==> config.mk <==
export PLATFORM = sky130hd
export DESIGN_NAME = gol_gen_scheduler
export DESIGN_NICKNAME = d
export VERILOG_FILES = /design/src/rtl/gol_gen_scheduler.sv
export SDC_FILE = /design/constraint.sdc
export NUM_CORES = 1
export LEC_CHECK = 0
export BUFFER_PORTS_ARGS = -buffer_cell sky130_fd_sc_hd__buf_2
export CORE_MARGIN = 2
export CORE_UTILIZATION = 60
export CTS_CLUSTER_DIAMETER = 120
export DETAILED_ROUTE_END_ITERATION = 10
export PLACE_DENSITY = 0.82
export SYNTH_ARGS = -nofsm -noshare
export SYNTH_HDL_FRONTEND = slang
export SYNTH_SLANG_ARGS = --single-unit
==> constraint.sdc <==
create_clock -name clk -period 5.3 [get_ports clk]
set_input_delay 0.53 -clock clk [delete_from_list [all_inputs] [get_ports clk]]
set_output_delay 0.53 -clock clk [all_outputs]
set_load 0.01 [all_outputs]
==> src/rtl/gol_gen_scheduler.sv <==
// Game of Life generation scheduler: period/step trigger, row-major cell sweep,
// engine drain and a vblank-aligned buffer swap (GOL_VBLANK_SYNC_EN enables the vblank wait).
module gol_gen_scheduler #(
    parameter int COLS     = 64,
    parameter int ROWS     = 48,
    parameter int PERIOD_W = 24
) (
    input  logic                      clk,
    input  logic                      rst,
    input  logic                      run,
    input  logic                      step,
    input  logic [PERIOD_W-1:0]       period,
    input  logic                      vblank,
    input  logic                      cell_ready,
    input  logic                      eng_busy,
    output logic                      cell_valid,
    output logic [$clog2(ROWS)-1:0]   cell_row,
    output logic [$clog2(COLS)-1:0]   cell_col,
    output logic                      buf_swap,
    output logic [15:0]               gen_count,
    output logic                      busy,
    output logic                      overrun
);

    localparam int RW = $clog2(ROWS);
    localparam int CW = $clog2(COLS);
    localparam logic [RW-1:0] ROW_LAST = RW'(ROWS - 1);
    localparam logic [CW-1:0] COL_LAST = CW'(COLS - 1);

`ifdef GOL_VBLANK_SYNC_EN
    localparam bit VBLANK_SYNC = 1'b1;
`else
    localparam bit VBLANK_SYNC = 1'b0;
`endif

    typedef enum logic [2:0] {IDLE, SWEEP, DRAIN, SWAP_WAIT, SWAP} state_t;

    state_t              state;
    logic [PERIOD_W-1:0] timer;
    logic [PERIOD_W-1:0] period_m1;
    logic                pending;
    logic                tick;
    logic                sweep_start;
    logic                step_ok;
    logic                swap_go;

    always_comb begin
        period_m1   = (period == '0) ? '0 : period - 1'b1;
        // >= rather than == so a period shortened mid-count still ticks promptly
        tick        = run && (timer >= period_m1);
        sweep_start = (state == IDLE) && pending;
        step_ok     = step && !run && (state == IDLE) && !pending;
        swap_go     = !VBLANK_SYNC || vblank;
    end

    // NOTE: every register below is assigned with <= so all of them sample
    // the same pre-edge values, independent of statement order.
    always_ff @(posedge clk) begin
        if (rst) begin
            state      <= IDLE;
            timer      <= '0;
            pending    <= 1'b0;
            cell_valid <= 1'b0;
            cell_row   <= '0;
            cell_col   <= '0;
            buf_swap   <= 1'b0;
            gen_count  <= '0;
            busy       <= 1'b0;
            overrun    <= 1'b0;
        end else begin
            buf_swap <= 1'b0;
            timer    <= (!run || tick) ? '0 : timer + 1'b1;
            // A tick landing on the cycle the pending request is consumed is a new request, not an overrun
            overrun  <= tick && pending && !sweep_start;

            if (tick || step_ok)
                pending <= 1'b1;
            else if (sweep_start)
                pending <= 1'b0;

            case (state)
                IDLE: begin
                    if (pending) begin
                        state      <= SWEEP;
                        cell_valid <= 1'b1;
                        busy       <= 1'b1;
                        cell_row   <= '0;
                        cell_col   <= '0;
                    end
                end
                SWEEP: begin
                    if (cell_ready) begin
                        if (cell_col == COL_LAST) begin
                            cell_col <= '0;
                            if (cell_row == ROW_LAST) begin
                                state      <= DRAIN;
                                cell_valid <= 1'b0;
                                cell_row   <= '0;
                            end else begin
                                cell_row <= cell_row + 1'b1;
                            end
                        end else begin
                            cell_col <= cell_col + 1'b1;
                        end
                    end
                end
                DRAIN: begin
                    if (!eng_busy)
                        state <= SWAP_WAIT;
                end
                SWAP_WAIT: begin
                    if (swap_go) begin
                        state     <= SWAP;
                        buf_swap  <= 1'b1;
                        gen_count <= gen_count + 1'b1;
                    end
                end
                SWAP: begin
                    state <= IDLE;
                    busy  <= 1'b0;
                end
                default: begin
                    state      <= IDLE;
                    cell_valid <= 1'b0;
                    busy       <= 1'b0;
                end
            endcase
        end
    end

endmodule
==> run_summary.xml <==
<?xml version="1.0" encoding="UTF-8"?>
<metrics>
  <group name="floorplan">
    <metric name="floorplan.io_pins" unit="">63</metric>
    <metric name="fp.dieW" unit="µm">84.86</metric>
    <metric name="core_area" unit="µm²">6350</metric>
    <metric name="overall_die_height" unit="µm">84.86</metric>
    <metric name="floorplan.initialDensity" unit="">0.6177</metric>
    <metric name="rows" unit="">29</metric>
    <metric name="design.die.area" unit="µm²">7200</metric>
  </group>
  <group name="timing">
    <metric name="post-route-worst-setup-slack" unit="ns">1.586</metric>
    <metric name="max_slew.worst_pin.slew" unit="ns">0.7070</metric>
    <metric name="min_period_over_period" unit="">0.7008</metric>
    <metric name="timing.slew.headroom" unit="">0.5248</metric>
    <metric name="rsz0062_at_grt" unit="">no</metric>
    <metric name="fin_worst_skew" unit="ns">0.003092</metric>
    <metric name="setup_viol_count_final" unit="">0</metric>
    <metric name="report.final.slew_viol_count" unit="">0</metric>
    <metric name="setup_total_negative_slack" unit="ns">0</metric>
    <metric name="finalWorstPathRequiredPeriod" unit="ns">3.714</metric>
    <metric name="max_freq" unit="MHz">269.3</metric>
    <metric name="timing_hold_violations_final" unit="">0</metric>
  </group>
  <group name="clock_tree">
    <metric name="cts-root-buf" unit="">clkbuf_8</metric>
    <metric name="clk_latency" unit="ns">0.34</metric>
    <metric name="postCtsHoldBufs" unit="">0</metric>
    <metric name="cts_buffers" unit="">9</metric>
    <metric name="htreeDepth" unit="">3</metric>
    <metric name="clock-sinks" unit="">60</metric>
    <metric name="maximum_buffer_depth_of_the_clock_tree" unit="">2</metric>
    <metric name="tritoncts" unit="">yes</metric>
    <metric name="clk_pin_slew" unit="ns">0.07</metric>
    <metric name="count_of_cells_resized_by_post_cts_repair" unit="">0</metric>
    <metric name="post-cts-setup-buffers" unit="">0</metric>
  </group>
  <group name="yosys">
    <metric name="number_of_distinct_library_cell_variants_in_the_gate_level_netlist_after_synthesis" unit="">48</metric>
    <metric name="synth_top_cells_by_area" unit="">dfxtp_1 31%, ha_1 9.6%, xor2_1 9.2%, nor3_2 5.6%, nand2_1 5.5%</metric>
    <metric name="ys.flop_type" unit="">dfxtp_1</metric>
    <metric name="synth_area_per_cell" unit="µm²">8.417</metric>
    <metric name="mappedNetlistNets" unit="">527</metric>
    <metric name="share_of_the_synthesized_area_in_the_top_cell_type" unit="">0.3062</metric>
    <metric name="mappedNetlistArea" unit="µm²">3923</metric>
    <metric name="leading_cell_types_by_count_after_synthesis" unit="">60 x dfxtp_1, 57 x nand2_1, 46 x nor2_1</metric>
    <metric name="postSynth.asyncResetShare" unit="">0</metric>
    <metric name="netlist.top_cell.by_area" unit="">dfxtp_1</metric>
    <metric name="synth_seq_area_share" unit="">0.3062</metric>
    <metric name="synth_enable_flop_cells" unit="">0</metric>
    <metric name="synth_cells" unit="">466</metric>
    <metric name="synth_warnings" unit="">0</metric>
    <metric name="post-synth-top-count-cell" unit="">dfxtp_1</metric>
    <metric name="ys_seq_elements" unit="">60</metric>
  </group>
  <group name="drt">
    <metric name="detail_route.vias_per_cell" unit="">5.707</metric>
    <metric name="remaining_drc_errors" unit="">0</metric>
    <metric name="drt_iter0_drc" unit="">113</metric>
    <metric name="drt.antenna.violating_nets" unit="">0</metric>
    <metric name="dr.pass1.iters" unit="">4</metric>
    <metric name="post_drt_wl_per_cell" unit="µm">13.31</metric>
    <metric name="vias" unit="">3453</metric>
    <metric name="drt-total-wl" unit="mm">8.055</metric>
  </group>
  <group name="finish">
    <metric name="final_core_utilization" unit="">0.6948</metric>
    <metric name="area_growth_syn_to_layout" unit="%">12.47</metric>
    <metric name="finalNetCount" unit="">584</metric>
    <metric name="num_antenna_cells" unit="">0</metric>
    <metric name="drive_above_1_share" unit="">0.2121</metric>
  </group>
  <group name="setup_path">
    <metric name="worst-endpoint-required" unit="ns">5.56</metric>
    <metric name="timing_worst_setup_path_type" unit="">input pin to register</metric>
    <metric name="worst-path-max-fanout" unit="">24</metric>
    <metric name="worstPathArrival" unit="ns">3.98</metric>
    <metric name="critical_path.endpoint_type" unit="">register</metric>
    <metric name="cp-start-kind" unit="">input pin</metric>
  </group>
  <group name="status">
    <metric name="status" unit="">finished clean</metric>
  </group>
  <group name="pwr">
    <metric name="ir_worst_vdd" unit="mV">0.1779</metric>
    <metric name="power-per-cell-area" unit="nW/µm²">204.0</metric>
    <metric name="leakage" unit="µW">0.001907</metric>
  </group>
  <group name="worst_hold_path">
    <metric name="timing.hold.worst.class" unit="">input pin to register</metric>
  </group>
  <group name="global_route">
    <metric name="grtUsageTotal" unit="">0.2389</metric>
    <metric name="globalRouteOverflowTotal" unit="">0</metric>
    <metric name="largest_net_degree_at_the_start_of_global_routing" unit="">35</metric>
    <metric name="number_of_global_route_vias_before_repair" unit="">3278</metric>
    <metric name="initial_antenna_violation_count" unit="">0</metric>
    <metric name="grt_pass1_wl" unit="mm">14.28</metric>
  </group>
  <group name="job">
    <metric name="max_cap_violation_count" unit="">0</metric>
  </group>
  <group name="placement">
    <metric name="place_congestion" unit="">0.8530</metric>
    <metric name="dp_hpwl" unit="mm">6.152</metric>
    <metric name="placement.io_buffers" unit="">61</metric>
    <metric name="dp_slack" unit="ns">1.236</metric>
  </group>
</metrics>
flip-flops by register name, indices dropped and copies added (netlist names):
register	cells
timer	24
gen_count	16
cell_col	6
cell_row	6
state	3
buf_swap	1
busy	1
cell_valid	1
overrun	1
pending	1
area by class of cell:
cell class	count	area, µm²
Sequential cell	60	1201
Inverter	10	37.54
Clock inverter	5	27.53
Timing Repair Buffer	63	320.3
Clock buffer	11	141.4
Tap cell	77	96.34
Fill cell	509	1938
Multi-Input combinational cell	379	2587
cells by family (layout without fill, tap and decap cells):
logic type                 count (synthesis)  after routing  synth area share
AOI/OAI and AO/OA                         51             51           0.08166
xor gates and xnor gates                  61             61            0.1362
adders and majority gates                 30             30           0.09569
buffers and inverters                     27             89           0.03413
DFF                                       60             60            0.3062
muxes                                      2              2          0.005423
and+or+nand+nor                          235            235            0.3407
path summary, 6_finish.rpt:
path	startpoint	endpoint	slack (ns)	depth (start not counted)
max	period[19]	timer[23]	1.59	12
min	run	overrun	0.48	3
min reg2reg	gen_count[1]	gen_count[1]	0.50	2
max reg2reg	timer[0]	timer[23]	2.98	8
through the flow:
stage | cells | cell area (µm²) | hold slack, ns | total power, µW
2_1_floorplan | 466 | 3923 | 0.4781 | 524.2
5_1_grt | 605 | 4412 | 0.4952 | 941.5
6_report | 605 | 4412 | 0.4825 | 900.1
4_1_cts | 605 | 4412 | 0.4799 | 907.0
3_5_place_dp | 589 | 4243 | 0.4895 | 554.6
3_3_place_gp | 589 | 4243 | 0.4768 | 551.8
worst max-delay path: stages:
cell      delay [ns]
buf_2           0.12
nor4_1          0.39
nand3_1         0.20
or3_1           0.70
and2_1          0.29
ha_1            0.26
nand2b_4        0.14
a211oi_2        0.21
o221ai_1        0.26
a2111o_1        0.42
buf_4           0.25
nor3b_1         0.20
cell usage in the layout (no fill, tap or decap), types with 2 or more instances in the layout:
cell type,instances
clkinv_2,4
nand4_1,15
nor2b_1,2
nor3_2,22
o21ai_0,12
xor2_1,41
a21oi_1,20
dfxtp_1,60
and3_1,10
inv_1,10
nor4_1,6
and2_1,6
or3_1,7
o21a_1,2
nor3b_1,2
xnor2_1,20
buf_2,61
nand3_1,22
nand2_1,57
nor2_1,46
nand3b_1,3
nand2b_1,2
a211oi_1,5
a32oi_1,2
o21bai_1,2
nor3_1,16
ha_1,30
clkbuf_8,10
and4_1,7
buf_4,2
nor4_2,4
report_power, final:
| group | internal [µW] | total (µW) | switching (µW) |
|---|---|---|---|
| registers | 454 | 460 | 5.24 |
| clock network | 179 | 355 | 176 |
| logic | 35.5 | 85.6 | 50.2 |
routing by layer:
metal | vias up | part of all wire | GRT usage | routed length, µm
li1 | 1759 | - | - | -
met1 | 1596 | 0.44 | 0.2920 | 3581
met2 | 91 | 0.50 | 0.4273 | 4013
met3 | 7 | 0.045 | 0.04183 | 363
met4 | 0 | 0.012 | 0.07504 | 97
met5 | - | 0 | 0 | 0
No activity file was read; power rests on OpenSTA's default activity.
